### config.mk
export PLATFORM = sky130hd
export DESIGN_NAME = keypad_scan
export DESIGN_NICKNAME = d
export VERILOG_FILES = /design/src/rtl/keypad_scan.sv
export SDC_FILE = /design/constraint.sdc
export NUM_CORES = 1
export LEC_CHECK = 0
export ABC_CLOCK_PERIOD_IN_PS = 3000
export CAP_MARGIN = 15
export CORE_MARGIN = 2
export CORE_UTILIZATION = 40
export CTS_CLUSTER_SIZE = 8
export DETAILED_ROUTE_END_ITERATION = 8
export GPL_TIMING_DRIVEN = 0
export PLACE_DENSITY = 0.67
export SYNTH_ARGS = -nofsm -noshare
export SYNTH_HDL_FRONTEND = slang
export SYNTH_SLANG_ARGS = --single-unit
### constraint.sdc
create_clock -name clk -period 3 [get_ports clk]
set_clock_uncertainty 0.1 [all_clocks]
set_input_delay 0.3 -clock clk [delete_from_list [all_inputs] [get_ports clk]]
set_output_delay 0.3 -clock clk [all_outputs]
set_load 0.02 [all_outputs]
### src/rtl/keypad_scan.sv
// 4x4 active-low matrix keypad scanner with frame-based debounce.
// Emits one-cycle key events and keeps the last four codes for the display.
//
// state        | meaning
// ST_RELEASED  | no key accepted; waiting for a stable single-key frame
// ST_HELD      | a key was accepted; waiting for stable all-released frames
module keypad_scan #(
  parameter int SCAN_DIV       = 100000,
  parameter int DEBOUNCE_SCANS = 4
) (
  input  logic        clk,
  input  logic        rst_n,
  input  logic [3:0]  row,
  input  logic        msg_clr,
  output logic [3:0]  col,
  output logic        key_valid,
  output logic [3:0]  key_code,
  output logic [15:0] msg
);

  localparam int DW = (SCAN_DIV > 1) ? $clog2(SCAN_DIV) : 1;
  localparam int CW = $clog2(DEBOUNCE_SCANS + 1);
  localparam logic [DW-1:0] DWELL_LAST = DW'(SCAN_DIV - 1);
  localparam logic [CW-1:0] CNT_MAX    = CW'(DEBOUNCE_SCANS);

  typedef enum logic [1:0] {RES_NONE, RES_ONE, RES_MULTI} res_e;
  typedef enum logic {ST_RELEASED, ST_HELD} state_e;

  logic [3:0]    row_s1_q, row_s2_q;
  logic [DW-1:0] dwell_q, dwell_d;
  logic [1:0]    col_idx_q, col_idx_d;
  logic [1:0]    acc_cnt_q, acc_cnt_d;
  logic [3:0]    acc_code_q, acc_code_d;
  logic          res_vld_q, res_vld_d;
  res_e          res_kind_q, res_kind_d;
  logic [3:0]    res_code_q, res_code_d;
  res_e          prev_kind_q, prev_kind_d;
  logic [3:0]    prev_code_q, prev_code_d;
  logic [CW-1:0] stab_cnt_q, stab_cnt_d;
  state_e        state_q, state_d;
  logic          key_valid_q, key_valid_d;
  logic [3:0]    key_code_q, key_code_d;
  logic [15:0]   msg_q, msg_d;

  logic          sample;
  logic [2:0]    col_hits;
  logic [3:0]    col_code;
  logic [2:0]    sum;
  logic [3:0]    sel_code;
  logic          stable;
  logic          accept;

  function automatic logic [3:0] key_map(input logic [1:0] c, input logic [1:0] r);
    logic [3:0] code;
    case ({c, r})
      4'h0: code = 4'h1;  4'h1: code = 4'h4;  4'h2: code = 4'h7;  4'h3: code = 4'h0;
      4'h4: code = 4'h2;  4'h5: code = 4'h5;  4'h6: code = 4'h8;  4'h7: code = 4'hF;
      4'h8: code = 4'h3;  4'h9: code = 4'h6;  4'hA: code = 4'h9;  4'hB: code = 4'hE;
      4'hC: code = 4'hA;  4'hD: code = 4'hB;  4'hE: code = 4'hC;  default: code = 4'hD;
    endcase
    return code;
  endfunction

  always_ff @(posedge clk) begin
    if (!rst_n) begin
      row_s1_q    <= 4'hF;
      row_s2_q    <= 4'hF;
      dwell_q     <= '0;
      col_idx_q   <= 2'd0;
      acc_cnt_q   <= 2'd0;
      acc_code_q  <= 4'h0;
      res_vld_q   <= 1'b0;
      res_kind_q  <= RES_NONE;
      res_code_q  <= 4'h0;
      prev_kind_q <= RES_NONE;
      prev_code_q <= 4'h0;
      stab_cnt_q  <= '0;
      state_q     <= ST_RELEASED;
      key_valid_q <= 1'b0;
      key_code_q  <= 4'h0;
      msg_q       <= 16'h0000;
    end else begin
      row_s1_q    <= row;
      row_s2_q    <= row_s1_q;
      dwell_q     <= dwell_d;
      col_idx_q   <= col_idx_d;
      acc_cnt_q   <= acc_cnt_d;
      acc_code_q  <= acc_code_d;
      res_vld_q   <= res_vld_d;
      res_kind_q  <= res_kind_d;
      res_code_q  <= res_code_d;
      prev_kind_q <= prev_kind_d;
      prev_code_q <= prev_code_d;
      stab_cnt_q  <= stab_cnt_d;
      state_q     <= state_d;
      key_valid_q <= key_valid_d;
      key_code_q  <= key_code_d;
      msg_q       <= msg_d;
    end
  end

  // Scan, per-column sampling and frame accumulation.
  always_comb begin
    sample     = (dwell_q == DWELL_LAST);
    col_hits   = 3'd0;
    col_code   = 4'h0;
    for (int r = 0; r < 4; r++) begin
      if (!row_s2_q[r]) begin
        col_hits = col_hits + 3'd1;
        col_code = key_map(col_idx_q, 2'(r));
      end
    end
    sum        = {1'b0, acc_cnt_q} + col_hits;
    sel_code   = (col_hits != 3'd0) ? col_code : acc_code_q;

    dwell_d    = dwell_q + DW'(1);
    col_idx_d  = col_idx_q;
    acc_cnt_d  = acc_cnt_q;
    acc_code_d = acc_code_q;
    res_vld_d  = 1'b0;
    res_kind_d = res_kind_q;
    res_code_d = res_code_q;

    if (sample) begin
      dwell_d   = '0;
      col_idx_d = col_idx_q + 2'd1;
      if (col_idx_q == 2'd3) begin
        res_vld_d  = 1'b1;
        res_kind_d = (sum == 3'd0) ? RES_NONE : (sum == 3'd1) ? RES_ONE : RES_MULTI;
        res_code_d = (sum == 3'd1) ? sel_code : 4'h0;
        acc_cnt_d  = 2'd0;
        acc_code_d = 4'h0;
      end else begin
        acc_cnt_d  = (sum >= 3'd2) ? 2'd2 : sum[1:0];
        acc_code_d = sel_code;
      end
    end
  end

  // Stability counting and press/release FSM, evaluated once per frame result.
  always_comb begin
    prev_kind_d = prev_kind_q;
    prev_code_d = prev_code_q;
    stab_cnt_d  = stab_cnt_q;
    state_d     = state_q;
    stable      = 1'b0;
    accept      = 1'b0;

    if (res_vld_q) begin
      prev_kind_d = res_kind_q;
      prev_code_d = res_code_q;
      if (res_kind_q == RES_MULTI) begin
        stab_cnt_d = '0;
      end else if (res_kind_q == prev_kind_q && res_code_q == prev_code_q) begin
        stab_cnt_d = (stab_cnt_q == CNT_MAX) ? CNT_MAX : stab_cnt_q + CW'(1);
      end else begin
        stab_cnt_d = CW'(1);
      end
      stable = (res_kind_q != RES_MULTI) && (stab_cnt_d == CNT_MAX);

      case (state_q)
        ST_RELEASED: begin
          if (stable && res_kind_q == RES_ONE) begin
            state_d = ST_HELD;
            accept  = 1'b1;
          end
        end
        default: begin
          if (stable && res_kind_q == RES_NONE) state_d = ST_RELEASED;
        end
      endcase
    end

    key_valid_d = accept;
    key_code_d  = accept ? res_code_q : key_code_q;
    if (msg_clr) msg_d = accept ? {12'h000, res_code_q} : 16'h0000;
    else         msg_d = accept ? {msg_q[11:0], res_code_q} : msg_q;
  end

  assign col       = ~(4'b0001 << col_idx_q);
  assign key_valid = key_valid_q;
  assign key_code  = key_code_q;
  assign msg       = msg_q;

endmodule
==> impl_metrics.ini, run 1 <==
[run_status]
outcome = completed

[place]
placed_cells = 479
dp_slack_ps = -233
port_buffers = 30
place_congestion = 0.779
dp_hpwl_um = 4670
placed_area_mm2 = 0.00369

[worst_setup_path]
path_cells = inv_1 > ha_4 > xnor2_2 > ha_1 > nor2b_2 > a21oi_2 > fa_1 > xnor3_1 > nand2_1 > or4b_1 > a21boi_1
cp-end-kind = flop
critPathMaxStageDelay_ps = 470
r2r_cells = 11
cp_max_fo = 5
crit_arrival_ps = 3040
worstSetupPathType = reg -> reg
cp.required_ps = 3180
startpoint = row_s2_q[0]
r2r_end = acc_cnt_q[0]
crit_slowest_cell = or4b_1
r2r_start = row_s2_q[0]
r2r_slack_ps = 140
critPathLaunchType = flop

[route]
first_pass_iters = 4
avgViaCountPerCell = 5.12
wl_per_cell_um = 13.3
drtIter0Drc = 95
vias = 2532
finalWirelength_um = 6570
drc = 0
ant_nets = 0

[final_layout]
multi_input_area_mm2 = 0.00171
area_growth_pct = 21.7
final_cells = 495
diodes = 0
layout.nets = 409
design_area_mm2 = 0.00397
drive_gt1_share_pct = 8.14
num-fill-cells = 712
final_common_cell = dfxtp_1
final_cell_mix = dfxtp_1 (68), nand2_1 (43), mux2i_1 (31)
seq_area_mm2 = 0.00143

[min_path]
holdCritPathClass = in -> reg
hold_end = row_s2_q[0]
worstHoldStart = rst_n
whs_path_depth = 2

[floorplanning]
die_x_um = 94.3
die-height_um = 94.3
start_util_pct = 41.8
core_mm2 = 0.00781
fp-row-count = 32
dieArea_mm2 = 0.00889
pin_count = 32

[grt]
grt_pass1_vias = 2397
grt_max_degree = 13
grt.overflow.total = 0
grt_pass1_wl_um = 11200
grt_antenna_before_repair = 0
grtUsageTotal_pct = 16.1

[power_and_ir_drop]
vdd_drop_max_v = 0.000260
p_leak_uw = 0.00142
clkPwrFrac_pct = 46.5
netSwitchingFraction_pct = 21.4
power_switching_uw = 416
powerDensity_mw_per_mm2 = 489
combPwrFrac_pct = 4.2
p_int_uw = 1520
p_seq_share_pct = 49.3

[clock_tree]
cts_hold_buf = 0
cts-root-buf = clkbuf_8
clk_pin_slew_ps = 70
cts_made_buffers = 9
cts.sink_count = 71
clk_latency_ps = 340
cts_tree = done
cts_max_level = 3
clockBufferDepth = 2

[sta]
slew_headroom_pct = 39.3
finalCritPeriodShare_pct = 95.5
maxSlewViolCount = 0
setup_viol = 0
hold_viol = 0
period_minus_slack_ps = 2860
final.setup.worst_slack_ps = 135
max_freq_mhz = 349
worst_pin_slew_ps = 911
tns_ps = 0
rsz0062_at_grt = no

[synthesis]
synth_cells = 347
synth.avg_cell_area_um2 = 9.40
synthArstFlopShare_pct = 0
synth_area_mm2 = 0.00326
synth_seq_cells = 71
synth_seq_area_share_pct = 43.6
synth.distinct_cells = 43
syn-num-nets = 368
yosysWarnings = 0
synth-edff-count = 0
ys.flop_type = dfxtp_1

[run]
maxCapViolations = 0
-- power by group through the flow --
stage	registers (µW)	logic (µW)	clock network [µW]
6_report	956	82.4	902
5_1_grt	957	91.6	966
4_1_cts	956	82.0	925
3_5_place_dp	979	78.4	0
3_3_place_gp	978	77.0	0
2_1_floorplan	977	55.2	0
-- cell type report --
cell class / instances / area share (%)
Multi-Input combinational cell: 242 / 43.2
Sequential cell: 71 / 36.0
Timing Repair Buffer: 30 / 7.57
Clock buffer: 12 / 4.16
Tap cell: 102 / 3.22
Buffer: 16 / 2.24
Clock inverter: 4 / 1.92
Inverter: 18 / 1.70
-- cells in the mapped netlist (3+ instances only) --
| master | instances | area (µm²) |
|---|---|---|
| dfxtp_1 | 71 | 1420 |
| nand2_1 | 43 | 161 |
| mux2i_1 | 31 | 310 |
| nor2_1 | 21 | 78.8 |
| inv_1 | 18 | 67.6 |
| o21ai_0 | 15 | 75.1 |
| xor2_1 | 14 | 123 |
| ha_1 | 13 | 163 |
| nand3_1 | 13 | 65.1 |
| xnor2_1 | 11 | 96.3 |
| nor2b_1 | 10 | 62.6 |
| clkbuf_1 | 9 | 33.8 |
| nand2b_1 | 8 | 50.1 |
| o22ai_1 | 8 | 50.1 |
| and2_1 | 7 | 43.8 |
| nand4_1 | 5 | 31.3 |
| and3_1 | 4 | 25.0 |
| and4_1 | 4 | 35.0 |
| a21boi_0 | 3 | 22.5 |
| a21oi_1 | 3 | 15.0 |
| buf_2 | 3 | 15.0 |
| nor3b_1 | 3 | 22.5 |
-- timing repair --
action	in CTS	in global routing
resized for setup	7	4
pin swaps	1	0
buffers inserted	0	0
endpoints found under the setup margin	8	2
-- worst max-delay path by stage --
stage	end	slack [ps]	depth (start not counted)
after floorplan	acc_cnt_q[0]	30	11
after global placement	acc_cnt_q[0]	-140	11
after detailed placement	acc_cnt_q[0]	-230	11
after CTS	acc_cnt_q[0]	120	11
after global routing	acc_cnt_q[0]	10	11
final	acc_cnt_q[0]	140	11
-- stage by stage --
stage	power, µW	hold WS [ps]	util (%)
2_1_floorplan	1030	286	-
3_3_place_gp	1060	295	47.3
3_5_place_dp	1060	297	47.3
4_1_cts	1960	216	50.7
5_1_grt	2010	225	50.8
6_report	1940	221	50.8
-- metal layers --
layer | share of wire, % | routed length, µm | up-vias | global-route usage (%)
met4 | 2.1 | 136 | 0 | 9.06
li1 | - | - | 1273 | -
met1 | 48 | 3150 | 1197 | 20.7
met2 | 46 | 3030 | 51 | 25.9
met5 | 0 | 0 | - | 0
met3 | 3.7 | 242 | 11 | 2.17
-- sequential cells by signal, summed over array words and instances, names as in the netlist, 4 cells and up --
name and count:
res_code_q 4, prev_code_q 4, dwell_q 17, key_code 4, acc_code_q 4, row_s1_q 4, msg 16, row_s2_q 4
-- logic make-up (layout without fill, tap and decap cells) --
kind of cell / count (synthesis) / count (layout) / synth area share [%]
AO/OA/AOI/OAI: 39 / 39 / 7.60
XOR/XNOR: 26 / 26 / 7.40
adder cells (fa/ha/maj): 14 / 14 / 5.60
buffers and inverters: 34 / 80 / 4.72
flip-flops: 71 / 71 / 43.6
multiplexers: 31 / 31 / 9.51
AND/OR/NAND/NOR: 132 / 132 / 21.6
-- worst max-delay path, delay by kind of cell, from the launching register on --
kind / cells / cell delay [ps]
simple gates: 3 / 710
buf+inv: 1 / 70
flops: 1 / 380
fa+ha+maj: 3 / 940
compound gates: 2 / 220
xor+xnor: 2 / 370
Note: power is estimated with default switching activity, not from simulation.
==> run 2, diff against run 1 <==
Settings changed: ABC_CLOCK_PERIOD_IN_PS 3000 to 2610, DONT_BUFFER_PORTS set to 1, PLACE_DENSITY 0.67 to 0.61.
Clock period 3 ns to 2.61 ns, I/O delays scaled along.
==> impl_metrics.ini, run 2 (synthesis gave the netlist of run 1 again) <==
[run_status]
outcome = finished, violations left
failed_checks = setup timing

[clock_tree]
cts_tree = done
cts_max_level = 3
cts-root-buf = clkbuf_8
cts_made_buffers = 9
clk_pin_slew_ps = 70
cts.sink_count = 71
clk_latency_ps = 330
clockBufferDepth = 2

[sta]
setup_viol = 1
hold_viol = 0
tns_ps = -45.5
maxSlewViolCount = 0
rsz0062_at_grt = yes
worst_pin_slew_ps = 587
slew_headroom_pct = 60.6
finalCritPeriodShare_pct = 102
max_freq_mhz = 377
period_minus_slack_ps = 2660
holdWs_ps = 202
final.setup.worst_slack_ps = -45.5

[grt]
grt.overflow.total = 0
grtUsageTotal_pct = 15.4
grt_pass1_wl_um = 10800
grt_pass1_vias = 2302
grt_max_degree = 12
grt_antenna_before_repair = 0

[worst_setup_path]
cp_max_fo = 3
path_delay_family = adder cells
crit_slowest_cell = or4b_1
cp.required_ps = 2780
worstSetupPathType = reg -> reg
cpMostUsedCell = ha_4
r2r_slack_ps = -50
critPathLaunchType = flop
critPathMaxStageDelay_ps = 460
path_cells = inv_4 > ha_4 > xnor2_4 > ha_4 > nor2b_4 > a21oi_2 > fa_2 > xnor3_1 > nand2_1 > or4b_1 > a21boi_1
critPathBufInv = 1
cp-end-kind = flop
crit_arrival_ps = 2820

[final_layout]
largest_reg_flops = 17
layout.nets = 389
top_register = dwell_q
final_common_cell = dfxtp_1
final_cell_mix = dfxtp_1 (68), nand2_1 (43), mux2i_1 (31)
utilization_pct = 48.3
area_growth_pct = 15.6
drive_gt1_share_pct = 10.8
num-fill-cells = 767
design_area_mm2 = 0.00377
diodes = 0

[floorplanning]
fp-row-count = 32
die-height_um = 94.3
pin_count = 32
die_x_um = 94.3
dieArea_mm2 = 0.00889
start_util_pct = 41.8
core_mm2 = 0.00781

[route]
wl_per_cell_um = 13.6
first_pass_iters = 4
drtIter0Drc = 95
ant_nets = 0
drc = 0
finalWirelength_um = 6450
vias = 2417
avgViaCountPerCell = 5.10

[place]
port_buffers = 0
placed_area_mm2 = 0.00342
dp_hpwl_um = 4480
place_congestion = 0.811

[min_path]
holdCritPathClass = in -> reg

[run]
maxCapViolations = 0

[power_and_ir_drop]
p_leak_uw = 0.00135
powerDensity_mw_per_mm2 = 570
vdd_drop_max_v = 0.000389
run 2: changes by cell type in the layout (fill, tap and decap cells not counted), sizes merged:
| cell | previous run | this run |
|---|---|---|
| clkdlybuf4s50 | 30 | 0 |
| buf | 6 | 12 |
| dlygate4sd3 | 0 | 4 |
| clkinv | 1 | 0 |
run 2: path summary, 6_finish.rpt:
| kind | start | endpoint | depth (start not counted) |
|---|---|---|---|
| hold reg to reg | row_s1_q[1] | row_s2_q[1] | 1 |
| hold / removal | rst_n | row_s2_q[0] | 2 |
| setup reg to reg | row_s2_q[1] | acc_cnt_q[0] | 11 |
| setup / recovery | row_s2_q[1] | acc_cnt_q[0] | 11 |
run 2: metal layers:
layer / share of wire (%) / wire (µm) / global-route usage, %
met1: 48 / 3120 / 19.9
met2: 46 / 2940 / 24.2
met3: 4.7 / 304 / 4.33
met4: 1.3 / 87 / 6.64
met5: 0 / 0 / 0
run 2: layout make-up:
class / instances / area (µm²) / area share [%]
multi-input combinational: 242 / 1750 / 46.5
sequential: 71 / 1430 / 38.0
clock buffer: 12 / 145 / 3.85
tap: 102 / 128 / 3.38
buffer: 16 / 88.8 / 2.36
timing repair buffer: 10 / 85.1 / 2.26
inverter: 18 / 70.1 / 1.86
clock inverter: 3 / 67.6 / 1.79
run 2: metrics by stage:
step | power, µW | setup WS [ps] | std cells
after floorplan | 1190 | 27.6 | 347
after global placement | 1210 | -109 | 449
after detailed placement | 1210 | -127 | 449
after CTS | 2180 | -46.2 | 474
after global routing | 2240 | -170 | 474
final | 2150 | -45.5 | 474
run 2: repair_timing:
action                                 CTS  global route
endpoints found under the hold margin    4             0
setup endpoints to repair               10             7
setup buffers                            6             0
resized for setup                        9             4
pin swaps                                4             3
hold buffers                             4             0
run 2: power by group:
group | switching (µW) | leakage [µW] | internal (µW) | total, µW
registers | 8.08 | 0.000574 | 1090 | 1100
logic | 56.1 | 0.000675 | 50.3 | 106
clock network | 385 | 0.000103 | 560 | 945
run 2: worst register-to-register path, stage by stage (launching register included):
cell and delay (ps):
dfxtp_4 380, inv_4 40, ha_4 250, xnor2_4 150, ha_4 270, nor2b_4 140, a21oi_2 50, fa_2 340
xnor3_1 210, nand2_1 70, or4b_1 460, a21boi_1 140
==> run 3, diff against run 2 <==
==> constraint.sdc (replaced) <==
create_clock -name clk -period 2.61 [get_ports clk]
set_clock_uncertainty 0.1 [all_clocks]
set_input_delay 0.783 -clock clk [delete_from_list [all_inputs] [get_ports clk]]
set_output_delay 0.783 -clock clk [all_outputs]
set_load 0.02 [all_outputs]
==> impl_metrics.ini, run 3 (synthesis gave the netlist of run 1 again) <==
[sta]
maxSlewViolCount = 0
slew_headroom_pct = 60.8
rsz0062_at_grt = yes
max_freq_mhz = 377
worst_pin_slew_ps = 584
period_minus_slack_ps = 2650
finalCritPeriodShare_pct = 102
setup_viol = 1
final.setup.worst_slack_ps = -43.0
holdWs_ps = 311
hold_viol = 0

[final_layout]
final_cell_mix = dfxtp_1 (68), nand2_1 (43), mux2i_1 (31)
num-fill-cells = 770
top_register = dwell_q
utilization_pct = 47.8
drive_gt1_share_pct = 10.9
area_growth_pct = 14.4
final_cells = 470
seq_area_mm2 = 0.00143
multi_input_area_mm2 = 0.00175
layout.nets = 385
largest_reg_flops = 17
final_common_cell = dfxtp_1
diodes = 0

[route]
ant_nets = 0
wl_per_cell_um = 13.6
drtIter0Drc = 79
first_pass_iters = 4
drc = 0
avgViaCountPerCell = 5.11
vias = 2401
finalWirelength_um = 6400

[clock_tree]
cts-root-buf = clkbuf_8
cts_hold_buf = 0
clk_latency_ps = 330
cts_tree = done
clk_pin_slew_ps = 70
cts_made_buffers = 9
cts_max_level = 3
clockBufferDepth = 2
cts.sink_count = 71

[worst_setup_path]
cp.required_ps = 2780
r2r_cells = 11
path_cells = inv_4 > ha_4 > xnor2_4 > ha_4 > nor2b_4 > a21oi_2 > fa_2 > xnor3_1 > nand2_1 > or4b_1 > a21boi_1
cp-end-kind = flop
r2r_start = row_s2_q[1]
worstSetupPathType = reg -> reg
critPathMaxStageDelay_ps = 460
cpMostUsedCell = ha_4
cp_max_fo = 3
r2r_slack_ps = -40
critPathLaunchType = flop
crit_slowest_cell = or4b_1
r2r_end = acc_cnt_q[0]
crit_arrival_ps = 2820

[floorplanning]
dieArea_mm2 = 0.00889
fp-row-count = 32
start_util_pct = 41.8
die_x_um = 94.3
pin_count = 32
die-height_um = 94.3
core_mm2 = 0.00781

[place]
place_congestion = 0.811
placed_cells = 449
dp_slack_ps = -127
dp_hpwl_um = 4480
port_buffers = 0

[min_path]
hold_end = row_s2_q[1]
whs_path_depth = 1
holdCritPathClass = reg -> reg
worstHoldStart = row_s1_q[1]

[power_and_ir_drop]
powerDensity_mw_per_mm2 = 575
p_leak_uw = 0.00134
vdd_drop_max_v = 0.000389

[grt]
grtUsageTotal_pct = 15.4
grt_max_degree = 12
grt_pass1_vias = 2279
grt_pass1_wl_um = 10700
grt.overflow.total = 0
grt_antenna_before_repair = 0

[run_status]
outcome = finished, violations left
failed_checks = setup timing

[run]
maxCapViolations = 0
==> run 3: cell count changes in the layout (fill, tap and decap cells not counted), sizes merged <==
cell and change:
dlygate4sd3 -4
==> run 3: layout make-up <==
| type | count | share of cell area, % |
|---|---|---|
| inverters | 18 | 1.88 |
| repair buffers | 6 | 1.21 |
| flip-flops and latches | 71 | 38.4 |
| clock inverters | 3 | 1.81 |
| plain buffers | 16 | 2.38 |
| multi-input cells | 242 | 47.0 |
| clock buffers | 12 | 3.89 |
| well taps | 102 | 3.42 |
==> run 3: how the worst max path moves through the flow <==
stage                startpoint      endpoint  depth (start not counted)
floorplan           row_s2_q[0]  acc_cnt_q[0]                         11
global placement    row_s2_q[0]  acc_cnt_q[1]                         10
detailed placement  row_s2_q[0]  acc_cnt_q[0]                         11
CTS                 row_s2_q[1]  acc_cnt_q[0]                         11
global route        row_s2_q[1]  acc_cnt_q[0]                         11
finish              row_s2_q[1]  acc_cnt_q[0]                         11
==> run 3: what timing repair did <==
| action | 4_1_cts | 5_1_grt |
|---|---|---|
| pin swaps | 4 | 3 |
| endpoints found under the setup margin | 10 | 7 |
| resized for setup | 9 | 4 |
| cloned | 0 | 0 |
| buffers inserted | 6 | 0 |
==> run 3: per-layer routing <==
layer  share of wire [%]  track usage, %
met1                  48            19.9
met4                 1.5            6.64
met2                  45            23.9
met5                   0               0
met3                 4.8            4.33
==> run 3: worst max-delay path, delay by kind of cell, from the launching register on <==
kind | cells | cell delay [ps]
adders and majority gates | 3 | 860
AOI/OAI and AO/OA | 2 | 190
buffers and inverters | 1 | 40
DFF | 1 | 380
xor gates and xnor gates | 2 | 360
and+or+nand+nor | 3 | 670
==> run 3: through the flow <==
step / instance area [µm²] / setup TNS (ps) / power (µW)
2_1_floorplan: 3290 / 0 / 1190
3_3_place_gp: 3420 / -634 / 1210
3_5_place_dp: 3420 / -914 / 1210
4_1_cts: 3710 / -82.3 / 2170
5_1_grt: 3730 / -560 / 2230
6_report: 3730 / -43.0 / 2150
==> run 3: power breakdown <==
part / switching [µW] / internal (µW)
registers: 8.06 / 1090
clock network: 385 / 560
logic: 55.3 / 46.4
total: 448 / 1700
